<file path="src/rtl/uart_frame_parser.sv">
`default_nettype none
// ============================================================================
//  Module   : uart_frame_parser
//  Purpose  : Sequences bytes from a UART receiver into command frames
//             (0x55 0xAA CMD LEN payload[LEN] CHECKSUM). Payload bytes are
//             written speculatively to an external buffer. Good frames and
//             errors are reported to the downstream command handler.
//  Ports    : sys_clk, sys_rst_n (async, active-low)
//             uart_done / uart_data   - receiver byte-complete level + byte
//             parser_clr              - synchronous abort to IDLE
//             wr_en/wr_addr/wr_data   - payload write port (1-cycle strobe)
//             frame_valid/frame_cmd/frame_len - good-frame pulse + last frame
//             err_csum/err_len/err_timeout    - error pulses
//             busy                    - high while the parser is mid-frame
//  Options  : `define UART_FRAME_TIMEOUT_EN builds the inter-byte timeout.
//             Without it err_timeout is 0 and a partial frame waits forever.
//  Revision : 1.0 - initial release
// ============================================================================
module uart_frame_parser #(
    parameter int CLK_FREQ      = 50000000,
    parameter int UART_BPS      = 115200,
    parameter int MAX_LEN       = 16,
    parameter int ADDR_W        = 4,
    parameter int TIMEOUT_BYTES = 4
) (
    input  logic              sys_clk,
    input  logic              sys_rst_n,
    input  logic              uart_done,
    input  logic [7:0]        uart_data,
    input  logic              parser_clr,
    output logic              wr_en,
    output logic [ADDR_W-1:0] wr_addr,
    output logic [7:0]        wr_data,
    output logic              frame_valid,
    output logic [7:0]        frame_cmd,
    output logic [7:0]        frame_len,
    output logic              err_csum,
    output logic              err_len,
    output logic              err_timeout,
    output logic              busy
);

    localparam logic [2:0] c_IDLE  = 3'd0;
    localparam logic [2:0] c_HEAD2 = 3'd1;
    localparam logic [2:0] c_CMD   = 3'd2;
    localparam logic [2:0] c_LEN   = 3'd3;
    localparam logic [2:0] c_DATA  = 3'd4;
    localparam logic [2:0] c_CSUM  = 3'd5;

    localparam int          c_BYTE_CLKS  = 10 * (CLK_FREQ / UART_BPS);
    localparam logic [23:0] c_TIMEOUT_TC = 24'(TIMEOUT_BYTES * c_BYTE_CLKS - 1);
    localparam logic [8:0]  c_MAX_LEN    = 9'(MAX_LEN);

    logic              r_uart_done_d;
    logic              w_byte_vld;
    logic              w_accept;
    logic              w_timeout;
    logic              w_len_bad;
    logic              w_last;

    logic [2:0]        r_state;
    logic [2:0]        w_state_nxt;

    logic [7:0]        r_cmd;
    logic [7:0]        r_len;
    logic [7:0]        r_sum;
    logic [ADDR_W-1:0] r_index;

    logic              w_wr_en;
    logic              w_frame_ok;
    logic              w_err_csum;
    logic              w_err_len;

    // uart_done is a level held for the whole byte; only its rising edge
    // marks a new byte.
    always_ff @(posedge sys_clk or negedge sys_rst_n) begin
        if (!sys_rst_n) begin
            r_uart_done_d <= 1'b0;
        end else begin
            r_uart_done_d <= uart_done;
        end
    end

    assign w_byte_vld = uart_done & ~r_uart_done_d;
    // A clear in the same cycle discards the byte entirely.
    assign w_accept   = w_byte_vld & ~parser_clr;
    assign w_len_bad  = {1'b0, uart_data} > c_MAX_LEN;
    assign w_last     = (32'(r_index) == (32'(r_len) - 32'd1));

    // ---------------- FSM: state register ----------------
    always_ff @(posedge sys_clk or negedge sys_rst_n) begin
        if (!sys_rst_n) begin
            r_state <= c_IDLE;
        end else begin
            r_state <= w_state_nxt;
        end
    end

    // ---------------- FSM: next-state logic ----------------
    always_comb begin
        w_state_nxt = r_state;
        if (parser_clr || w_timeout) begin
            w_state_nxt = c_IDLE;
        end else if (w_byte_vld) begin
            case (r_state)
                c_IDLE:  w_state_nxt = (uart_data == 8'h55) ? c_HEAD2 : c_IDLE;
                c_HEAD2: begin
                    if (uart_data == 8'hAA) begin
                        w_state_nxt = c_CMD;
                    end else if (uart_data == 8'h55) begin
                        w_state_nxt = c_HEAD2;
                    end else begin
                        w_state_nxt = c_IDLE;
                    end
                end
                c_CMD:   w_state_nxt = c_LEN;
                c_LEN: begin
                    if (w_len_bad) begin
                        w_state_nxt = c_IDLE;
                    end else if (uart_data == 8'h00) begin
                        w_state_nxt = c_CSUM;
                    end else begin
                        w_state_nxt = c_DATA;
                    end
                end
                c_DATA:  w_state_nxt = w_last ? c_CSUM : c_DATA;
                c_CSUM:  w_state_nxt = c_IDLE;
                default: w_state_nxt = c_IDLE;
            endcase
        end
    end

    // ---------------- FSM: output decode ----------------
    always_comb begin
        w_wr_en    = 1'b0;
        w_frame_ok = 1'b0;
        w_err_csum = 1'b0;
        w_err_len  = 1'b0;
        if (w_accept) begin
            case (r_state)
                c_LEN:   w_err_len = w_len_bad;
                c_DATA:  w_wr_en   = 1'b1;
                c_CSUM: begin
                    w_frame_ok = (uart_data == r_sum);
                    w_err_csum = (uart_data != r_sum);
                end
                default: ;
            endcase
        end
    end

    // ---------------- Frame datapath ----------------
    // Checksum covers CMD, LEN and payload only; header bytes are excluded.
    always_ff @(posedge sys_clk or negedge sys_rst_n) begin
        if (!sys_rst_n) begin
            r_cmd   <= 8'h00;
            r_len   <= 8'h00;
            r_sum   <= 8'h00;
            r_index <= '0;
        end else if (parser_clr) begin
            r_sum   <= 8'h00;
            r_index <= '0;
        end else if (w_accept) begin
            case (r_state)
                c_CMD: begin
                    r_cmd <= uart_data;
                    r_sum <= uart_data;
                end
                c_LEN: begin
                    if (!w_len_bad) begin
                        r_len   <= uart_data;
                        r_sum   <= r_sum + uart_data;
                        r_index <= '0;
                    end
                end
                c_DATA: begin
                    r_sum   <= r_sum + uart_data;
                    r_index <= r_index + ADDR_W'(1);
                end
                default: ;
            endcase
        end
    end

    // ---------------- Registered outputs ----------------
    always_ff @(posedge sys_clk or negedge sys_rst_n) begin
        if (!sys_rst_n) begin
            wr_en       <= 1'b0;
            wr_addr     <= '0;
            wr_data     <= 8'h00;
            frame_valid <= 1'b0;
            frame_cmd   <= 8'h00;
            frame_len   <= 8'h00;
            err_csum    <= 1'b0;
            err_len     <= 1'b0;
            busy        <= 1'b0;
        end else begin
            wr_en       <= w_wr_en;
            frame_valid <= w_frame_ok;
            err_csum    <= w_err_csum;
            err_len     <= w_err_len;
            // Decoding the next state keeps busy aligned with the state register.
            busy        <= (w_state_nxt != c_IDLE);
            if (w_wr_en) begin
                wr_addr <= r_index;
                wr_data <= uart_data;
            end
            if (w_frame_ok) begin
                frame_cmd <= r_cmd;
                frame_len <= r_len;
            end
        end
    end

`ifdef UART_FRAME_TIMEOUT_EN
    // ---------------- Inter-byte timeout ----------------
    logic [23:0] r_to_cnt;
    logic        r_err_timeout;

    // A byte arriving on the terminal count wins; a clear beats both.
    assign w_timeout = (r_state != c_IDLE) && (r_to_cnt == c_TIMEOUT_TC)
                       && !w_byte_vld && !parser_clr;

    always_ff @(posedge sys_clk or negedge sys_rst_n) begin
        if (!sys_rst_n) begin
            r_to_cnt      <= 24'd0;
            r_err_timeout <= 1'b0;
        end else begin
            r_err_timeout <= w_timeout;
            if (parser_clr || w_byte_vld || w_timeout || (r_state == c_IDLE)) begin
                r_to_cnt <= 24'd0;
            end else begin
                r_to_cnt <= r_to_cnt + 24'd1;
            end
        end
    end

    assign err_timeout = r_err_timeout;
`else
    logic w_unused_cfg;

    assign w_timeout    = 1'b0;
    assign err_timeout  = 1'b0;
    // Timing parameters only matter when the timeout counter is built.
    assign w_unused_cfg = ^c_TIMEOUT_TC;
`endif

endmodule
`default_nettype wire
</file>
<file path="config.mk">
export PLATFORM = sky130hd
export DESIGN_NAME = uart_frame_parser
export DESIGN_NICKNAME = d
export VERILOG_FILES = /design/src/rtl/uart_frame_parser.sv
export SDC_FILE = /design/constraint.sdc
export NUM_CORES = 1
export LEC_CHECK = 0
export ABC_AREA = 0
export CAP_MARGIN = 30
export CORE_ASPECT_RATIO = 1.1
export CORE_MARGIN = 2
export CORE_UTILIZATION = 54
export DETAILED_ROUTE_END_ITERATION = 8
export GPL_TIMING_DRIVEN = 0
export PLACE_DENSITY = 0.82
export SLEW_MARGIN = 30
export SYNTH_ARGS = -nofsm -noshare
export SYNTH_HDL_FRONTEND = slang
export SYNTH_SLANG_ARGS = --single-unit
</file>
<file path="constraint.sdc">
create_clock -name sys_clk -period 2.48 [get_ports sys_clk]
set_clock_uncertainty 0.05 [all_clocks]
set_input_delay 0.62 -clock sys_clk [delete_from_list [all_inputs] [get_ports sys_clk]]
set_output_delay 0.62 -clock sys_clk [all_outputs]
set_load 0.05 [all_outputs]
</file>
# Yosys cells after proc, flatten, opt, wreduce, memory -nomap -nowiden
# Cells that the tools add are included.
# word_totals
reg_bits	65
in_bits	12
output_inout_bits	34
elab_cells	69
# classes
addsub	3
magnitude_cmp	1
n_eq_ne	11
n_mux	24
bitwise	5
n_reduce_logical	10
# op_table
cell	n
4-bit by 32-bit equality test with 1-bit output	1
8-bit 2-to-1 mux	3
8-bit one-hot mux with 3 select lines	1
3-bit one-hot mux with 5 select lines	1
4-bit 2-to-1 mux	3
1-bit 2-to-1 mux	11
3-bit 2-to-1 mux	3
3-bit AND reduction	3
8-bit by 1-bit subtractor with 9-bit output, second input constant	1
8-bit adder	1
8-bit by 7-bit equality test with 1-bit output, second input constant	1
8-bit equality test	1
8-bit equality test, second input constant	1
8-bit by 5-bit > comparator with 1-bit output, second input constant	1
8-bit logical NOT	1
8-bit != test	1
4-bit one-hot mux with 2 select lines	1
3-bit by 2-bit equality test with 1-bit output, second input constant	2
3-bit equality test, second input constant	2
3-bit nonzero test	2
4-bit by 1-bit adder with 4-bit output, second input constant	1
4-bit AND reduction	1
4-bit nonzero test	1
3-bit by 1-bit equality test with 1-bit output, second input constant	1
other kinds (6)	9

# Longest topological paths before layout
# Gate-level depths: netlist of run 1.
# depth
depth_word	7
ltp_mapped	9
mapped_depth_nobuf	9

# Least setup slack after synthesis of run 1
# Ideal clock, no wire load.
# synth_timing
path_kind	input to register
startpoint	in uart_data[4]
endpoint	reg frame_cmd[0]
setup_time_ns	0.125
arrival_ns	2.128
required_ns	2.305
slack_ns	0.177
stages	6
path_buffers	1
cell_sequence	ha_1 nor4_1 nand3_1 nor2_2 buf_4 mux2_2
# synth_between
elab_chain_cells	3
# synth_lines
element	line	source
from (decl)	29	input logic [7:0] uart_data,
8-bit equality test	144	w_frame_ok = (uart_data == r_sum);
1-bit 2-to-1 mux	140	case (r_state)
1-bit 2-to-1 mux	139	if (w_accept) begin
via w_frame_ok	70	logic w_frame_ok;
to (signal assigned)	209	frame_cmd <= r_cmd;
to (decl)	35	output logic [7:0] frame_cmd,
# The timed path passes the listed nets, and every way through them passes these cells.
# A chain may end at the register's enable or synchronous reset.

# Worst setup path in the final report of run 1
# layout_timing
startpoint	in uart_data[7]
endpoint	reg frame_cmd[6]
# Same word-level chain as after synthesis.

==> metrics, run 1 <==
Main synth FF type dfrtp_1; GRT Total Usage 24.31%; total power 2320 uW; diode count 0; vias per cell 5.641; Clock Sink Count 65; final wirelength 7325 um; Post-Syn Area 0.003176 mm^2; WP data arrival 2.55 ns; vias 2612; Gate Count Post-Synth 323; Die ar. 0.006511 mm^2; clock share of power 43.5%; top cells by count, synth nand2_1, dfrtp_1, mux2_2; drt drc 0; slew of the pin with the lowest slew margin 0.7564 ns; largest net degree at the start of global routing 47; top cells by area, synth dfrtp_1, nand2_1, mux2_2; filler instances 470; GR Overflow Total 0; #FFs+latches synth 65; Final Cycle Share 95.57%; initial drt markers 190; Synth cell types 45; Gate power share 9.4%; H-tree depth 3; Max Root-Sink Buffers 2; core area 0.005733 mm^2; Final nets 403; complex-gate fraction of the synthesized area 9.771%; fin crit period 2.370 ns; Final Worst Setup Slack 0.1098 ns; critical path class in2reg; CP startpoint kind primary input; Final Max Slew Viols 0; Initial Util 55.39%; cell taking the most area after synthesis dfrtp_1; Worst-Skew Late Latency 0.35 ns; Root Driver clkbuf_8; Fmax achieved 421.9 MHz; first-pass iteration count of the detailed router 5; Int Power 1753 uW; DIE HEIGHT 84.43 um; status finished clean; worst setup slack after placement -0.9018 ns; Crit. End Element flop; asr flop ratio synth 100.0%; CTS Buf Count 9; worst ir drop on vdd 0.0004684 V; DP HPWL 4968 um; M1 WL 3035 um; post-synthesis mux area share 7.053%; CP max stage delay 0.49 ns; first-pass GRT wire length 12320 um; count leader, synth nand2_1; Chip Width 77.12 um; area added between synthesis and finish 25.89%; area fraction of the dominant cell type after synthesis 51.22%; highest routed layer met4; crit path cell chain clkdlybuf4s50_1 -> clkbuf_1 -> xnor2_1 -> nand3_1 -> nor2_4 -> buf_4 -> mux2_2; leakage 0.001852 uW; Critical Path RT 2.66 ns; fraction of power spent switching nets 24.43%; Avg Cell Area, Syn 9.831 um^2; syn_nets 345; total I/O pin count 46; Port Buffer Count 43; CP max stage cell clkdlybuf4s50_1; max_cap viols 0; Routed met3 length 464 um; main combinational cell family by area after synthesis simple AND/OR/NAND/NOR gates; Power per Cell Area 580.3 mW/mm^2; XOR/XNOR Fraction of Synth Area 2.758%; layout cells sized above 1 15.54%; reg2reg setup slack 0.36 ns; num rows 29; endpoints failing setup 0; routed len/inst 15.82 um; crit-path max FO 10; remaining antenna violation count 0; Reg clk slew, reported paths 0.07 ns; EDFF count, synth 0; met2 WL 3677 um; Yosys Warn Count 0; Slew HR 49.16%; Hold Violations, Final 0; Seq pwr share 47.1%; Worst Hold Class in2async; adder-cell share of the synthesized area 4.177%; Simple-Gate Fraction of Synth Area 22.06%; number of antenna violations at the first check in global routing 0; CTS tree built; Sw Pwr 566.6 uW; number of global-route vias before repair 2557; RePlAce Congestion 0.9128; hold_buf cts 0; Seq/Total Area, Yosys 51.22%
[routing by layer]
metal  track usage [%]  vias up
li1                  -     1232
met1             31.64     1264
met2             38.84       97
met3             4.731       19
met4             12.82        0
met5                 0        -
[critical path, delay by kind of cell]
family	cells	cell delay, ns
xor+xnor	1	0.17
mux	1	0.36
simple gates	2	0.36
buf+inv	3	1.04
[power by group through the flow]
stage               sequential, uW  combinational [uW]  clock (uW)
global route                  1090                 241        1090
detailed placement            1110                 208           0
CTS                           1090                 209        1030
floorplan                     1120                 109           0
global placement              1110                 197           0
finish                        1090                 217        1010
[cell usage in the layout (no fill, tap or decap), types with 6 or more instances in the layout]
| cell type | instances |
|---|---|
| nor2_1 | 18 |
| ha_1 | 7 |
| nand2b_1 | 6 |
| clkbuf_8 | 10 |
| clkdlybuf4s50_1 | 35 |
| xnor2_1 | 7 |
| nor4_1 | 6 |
| a21oi_1 | 8 |
| nand2_1 | 77 |
| buf_4 | 6 |
| mux2_2 | 19 |
| nor3_1 | 10 |
| clkbuf_1 | 6 |
| inv_1 | 8 |
| dfrtp_1 | 65 |
| o21ai_0 | 16 |
[flip-flops by register name, summed over array words and instances, names as in the netlist, 3 cells and up]
register,flops
wr_data,8
r_state,3
r_cmd,8
r_len,8
r_sum,8
r_index,4
frame_cmd,8
frame_len,8
wr_addr,4
[logic make-up (layout without fill, tap and decap cells)]
group                    count (synthesis)  after routing
AO/OA/AOI/OAI                           48             48
AND/OR/NAND/NOR                        148            148
multiplexers                            20             20
flip-flops                              65             65
other                                    1              1
buffers and inverters                   21             84
XOR/XNOR                                10             10
adder cells (fa/ha/maj)                 10             10
[stage by stage]
| step | instances | util (%) | area [um^2] | hold slack [ns] | TNS, ns |
|---|---|---|---|---|---|
| finish | 463 | 69.73 | 3998 | 0.1067 | 0 |
| global route | 463 | 69.73 | 3998 | 0.1147 | -0.002217 |
| CTS | 462 | 69.40 | 3979 | 0.1056 | 0 |
| detailed placement | 444 | 65.02 | 3727 | 0.4127 | -21.86 |
| global placement | 443 | 64.58 | 3702 | 0.4068 | -108.54 |
| floorplan | 323 | - | 3176 | 0.2744 | 0 |
[timing repair]
item / in CTS / in global routing
setup endpoints to repair: 30 / 32
buffers inserted: 2 / 1
resized for setup: 8 / 15
pin swaps: 2 / 1
[cell type report]
cell class	instances	area, um^2	share of cell area, %
Inverter	9	33.78	0.8451
Timing Repair Buffer	47	457.9	11.46
Sequential cell	65	1627	40.69
Multi-Input combinational cell	237	1499	37.50
Clock inverter	6	88.84	2.222
Tap cell	77	96.34	2.410
Buffer	12	57.56	1.440
Clock buffer	10	137.6	3.443
[final timing paths]
path / from / to / cells past startpoint
max: uart_data[7] / frame_cmd[6] / 7
min: sys_rst_n / wr_data[3] / 1
max reg2reg: r_sum[0] / frame_cmd[6] / 6
min reg2reg: wr_addr[3] / wr_addr[3] / 2
max in group asynchronous: sys_rst_n / r_cmd[5] / 2
min in group sys_clk: wr_addr[3] / wr_addr[3] / 2
Note: power is estimated with default switching activity, not from simulation.
==> run 2, diff against run 1 <==
--- a/config.mk
+++ b/config.mk
@@ -12,7 +12,7 @@
 export CORE_UTILIZATION = 54
 export DETAILED_ROUTE_END_ITERATION = 8
 export GPL_TIMING_DRIVEN = 0
-export PLACE_DENSITY = 0.82
+export PLACE_DENSITY = 0.85
 export SLEW_MARGIN = 30
 export SYNTH_ARGS = -nofsm -noshare
 export SYNTH_HDL_FRONTEND = slang
==> run 2 against run 1 <==
Against the previous run:
- count of clock-buffer cells in the layout did not move
- critical path type unchanged
- utilization grew 0.57 points
- final cell count decreased by 0.22%
- largest power group is now the clock network
==> metrics, run 2 (synthesized netlist as in run 1, its figures left out) <==
status finished clean (unchanged); crit path cell chain dlygate4sd2_1 -> ha_1 -> nor3_1 -> nand3_1 -> nor2_4 -> buf_4 -> mux2_2 (was clkdlybuf4s50_1 -> clkbuf_1 -> xnor2_1 -> nand3_1 -> nor2_4 -> buf_4 -> mux2_2); largest net degree at the start of global routing 49 (was 47); Worst-Skew Late Latency 0.35 ns (about the same); Max Root-Sink Buffers 2 (unchanged); Worst path top cell family by delay buffers and inverters (unchanged); H-tree depth 3 (unchanged); Final Cycle Share 97.38% (was 95.57%); drt drc 0 (unchanged); DIE HEIGHT 84.43 um (unchanged); Root Driver clkbuf_8 (unchanged); WP data arrival 2.60 ns (was 2.55 ns); CP startpoint kind primary input (unchanged); Worst Hold Class in2async (unchanged); final wirelength 7453 um (was 7325 um); Initial Util 55.39% (unchanged); hold_buf cts 0 (unchanged); first-pass iteration count of the detailed router 4 (was 5); remaining antenna violation count 0 (unchanged); Chip Width 77.12 um (unchanged); Die ar. 0.006511 mm^2 (unchanged); Crit. End Element flop (unchanged); M1 WL 2967 um (was 3035 um); GR Overflow Total 0 (unchanged); Fmax achieved 414.1 MHz (was 421.9 MHz); DP HPWL 5201 um (was 4968 um); CTS tree built (unchanged); total I/O pin count 46 (unchanged); Slew HR 45.69% (was 49.16%); worst hold margin 0.08379 ns (was 0.1067 ns); slew of the pin with the lowest slew margin 0.8079 ns (was 0.7564 ns); Routed met3 length 409 um (was 464 um); Int Power 1858 uW (was 1753 uW); Power per Cell Area 604.8 mW/mm^2 (was 580.3 mW/mm^2); Port Buffer Count 43 (unchanged); fraction of power spent switching nets 23.76% (was 24.43%); vias 2621 (was 2612); diode count 0 (unchanged); Finished Layout Cells 462 (was 463); highest routed layer met4 (unchanged); Clock Sink Count 65 (unchanged); Critical Path RT 2.66 ns (about the same); commonest non-fill, non-tap cell in the layout nand2_1 (unchanged); leakage 0.001861 uW (was 0.001852 uW); TNS Setup 0 ns (unchanged); critical path class in2reg (unchanged); number of antenna violations at the first check in global routing 0 (unchanged); worst ir drop on vdd 0.0004612 V (was 0.0004684 V); worst setup slack after placement -0.8046 ns (was -0.9018 ns); Reg clk slew, reported paths 0.07 ns (about the same); Hold Violations, Final 0 (unchanged); Seq pwr share 44.8% (was 47.1%); Cell Count Post-Placement 444 (unchanged); layout cells sized above 1 15.06% (was 15.54%); vias per cell 5.673 (was 5.641); core area 0.005733 mm^2 (unchanged); endpoints failing setup 0 (unchanged); CP bufs+invs 2 (was 3); first-pass GRT wire length 12200 um (was 12320 um); routed len/inst 16.13 um (was 15.82 um); Final Max Slew Viols 0 (unchanged); clock share of power 46.1% (was 43.5%); CTS Buf Count 9 (unchanged); met2 WL 3932 um (was 3677 um); Gate power share 9.1% (was 9.4%); Final nets 402 (was 403); max_cap viols 0 (unchanged); total power 2438 uW (was 2320 uW); RePlAce Congestion 0.9059 (was 0.9128); most frequent cells in the layout nand2_1, dfrtp_1, clkdlybuf4s50_1 (unchanged); Final Worst Setup Slack 0.06505 ns (was 0.1098 ns); num rows 29 (unchanged); Sw Pwr 579.3 uW (was 566.6 uW); initial drt markers 229 (was 190); crit-path max FO 10 (unchanged); area added between synthesis and finish 26.91% (was 25.89%); number of global-route vias before repair 2638 (was 2557); fin crit period 2.415 ns (was 2.370 ns); CP max stage cell dlygate4sd2_1 (was clkdlybuf4s50_1); CP max stage delay 0.50 ns (was 0.49 ns); GRT Total Usage 24.13% (was 24.31%)
## run 2: changes by cell type in the layout (fill, tap and decap cells not counted)
cell           before  now
a41oi_2             0    1
clkinv_2            1    0
buf_4               6    5
dlygate4sd2_1       2    4
a41oi_1             1    0
clkbuf_2            5    3
bufinv_16           2    3
## run 2: path summary, 6_finish.rpt
path,from,endpoint,slack (ns),cells past startpoint
min,sys_rst_n,frame_cmd[4],0.08,1
min in group sys_clk,wr_addr[1],wr_addr[1],0.42,2
min reg2reg,wr_addr[1],wr_addr[1],0.42,2
max,uart_data[3],frame_cmd[6],0.07,7
max in group asynchronous,sys_rst_n,wr_en,1.79,2
max reg2reg,r_state[1],r_sum[4],0.43,7
## run 2: metrics by stage
stage | instance area (um^2) | util (%)
final | 4030 | 70.30
after global placement | 3702 | 64.58
after CTS | 3996 | 69.71
after floorplan | 3176 | -
after detailed placement | 3727 | 65.02
after global routing | 4030 | 70.30
## run 2: layer usage
layer | vias to the layer above | global-route usage (%)
li1 | 1222 | -
met1 | 1293 | 29.66
met2 | 88 | 42.03
met3 | 18 | 5.054
met4 | 0 | 9.091
met5 | - | 0
## run 2: layout make-up
class                      instances  area, um^2
buffer                            12       57.56
inverter                           9       33.78
clock buffer                      10       137.6
sequential                        65        1627
multi-input combinational        237        1506
fill                             462        1703
timing repair buffer              46       457.9
tap                               77       96.34
clock inverter                     6       113.9
## run 2: repair_timing
action | CTS | global route
setup endpoints to repair | 34 | 28
pin swaps | 2 | 1
setup buffers | 1 | 1
resized for setup | 8 | 12
## run 2: power groups by stage
stage	combinational, uW	clock (uW)	sequential (uW)
finish	221	1120	1090
detailed placement	209	0	1110
global placement	196	0	1110
floorplan	109	0	1120
CTS	209	1140	1090
global route	244	1180	1090
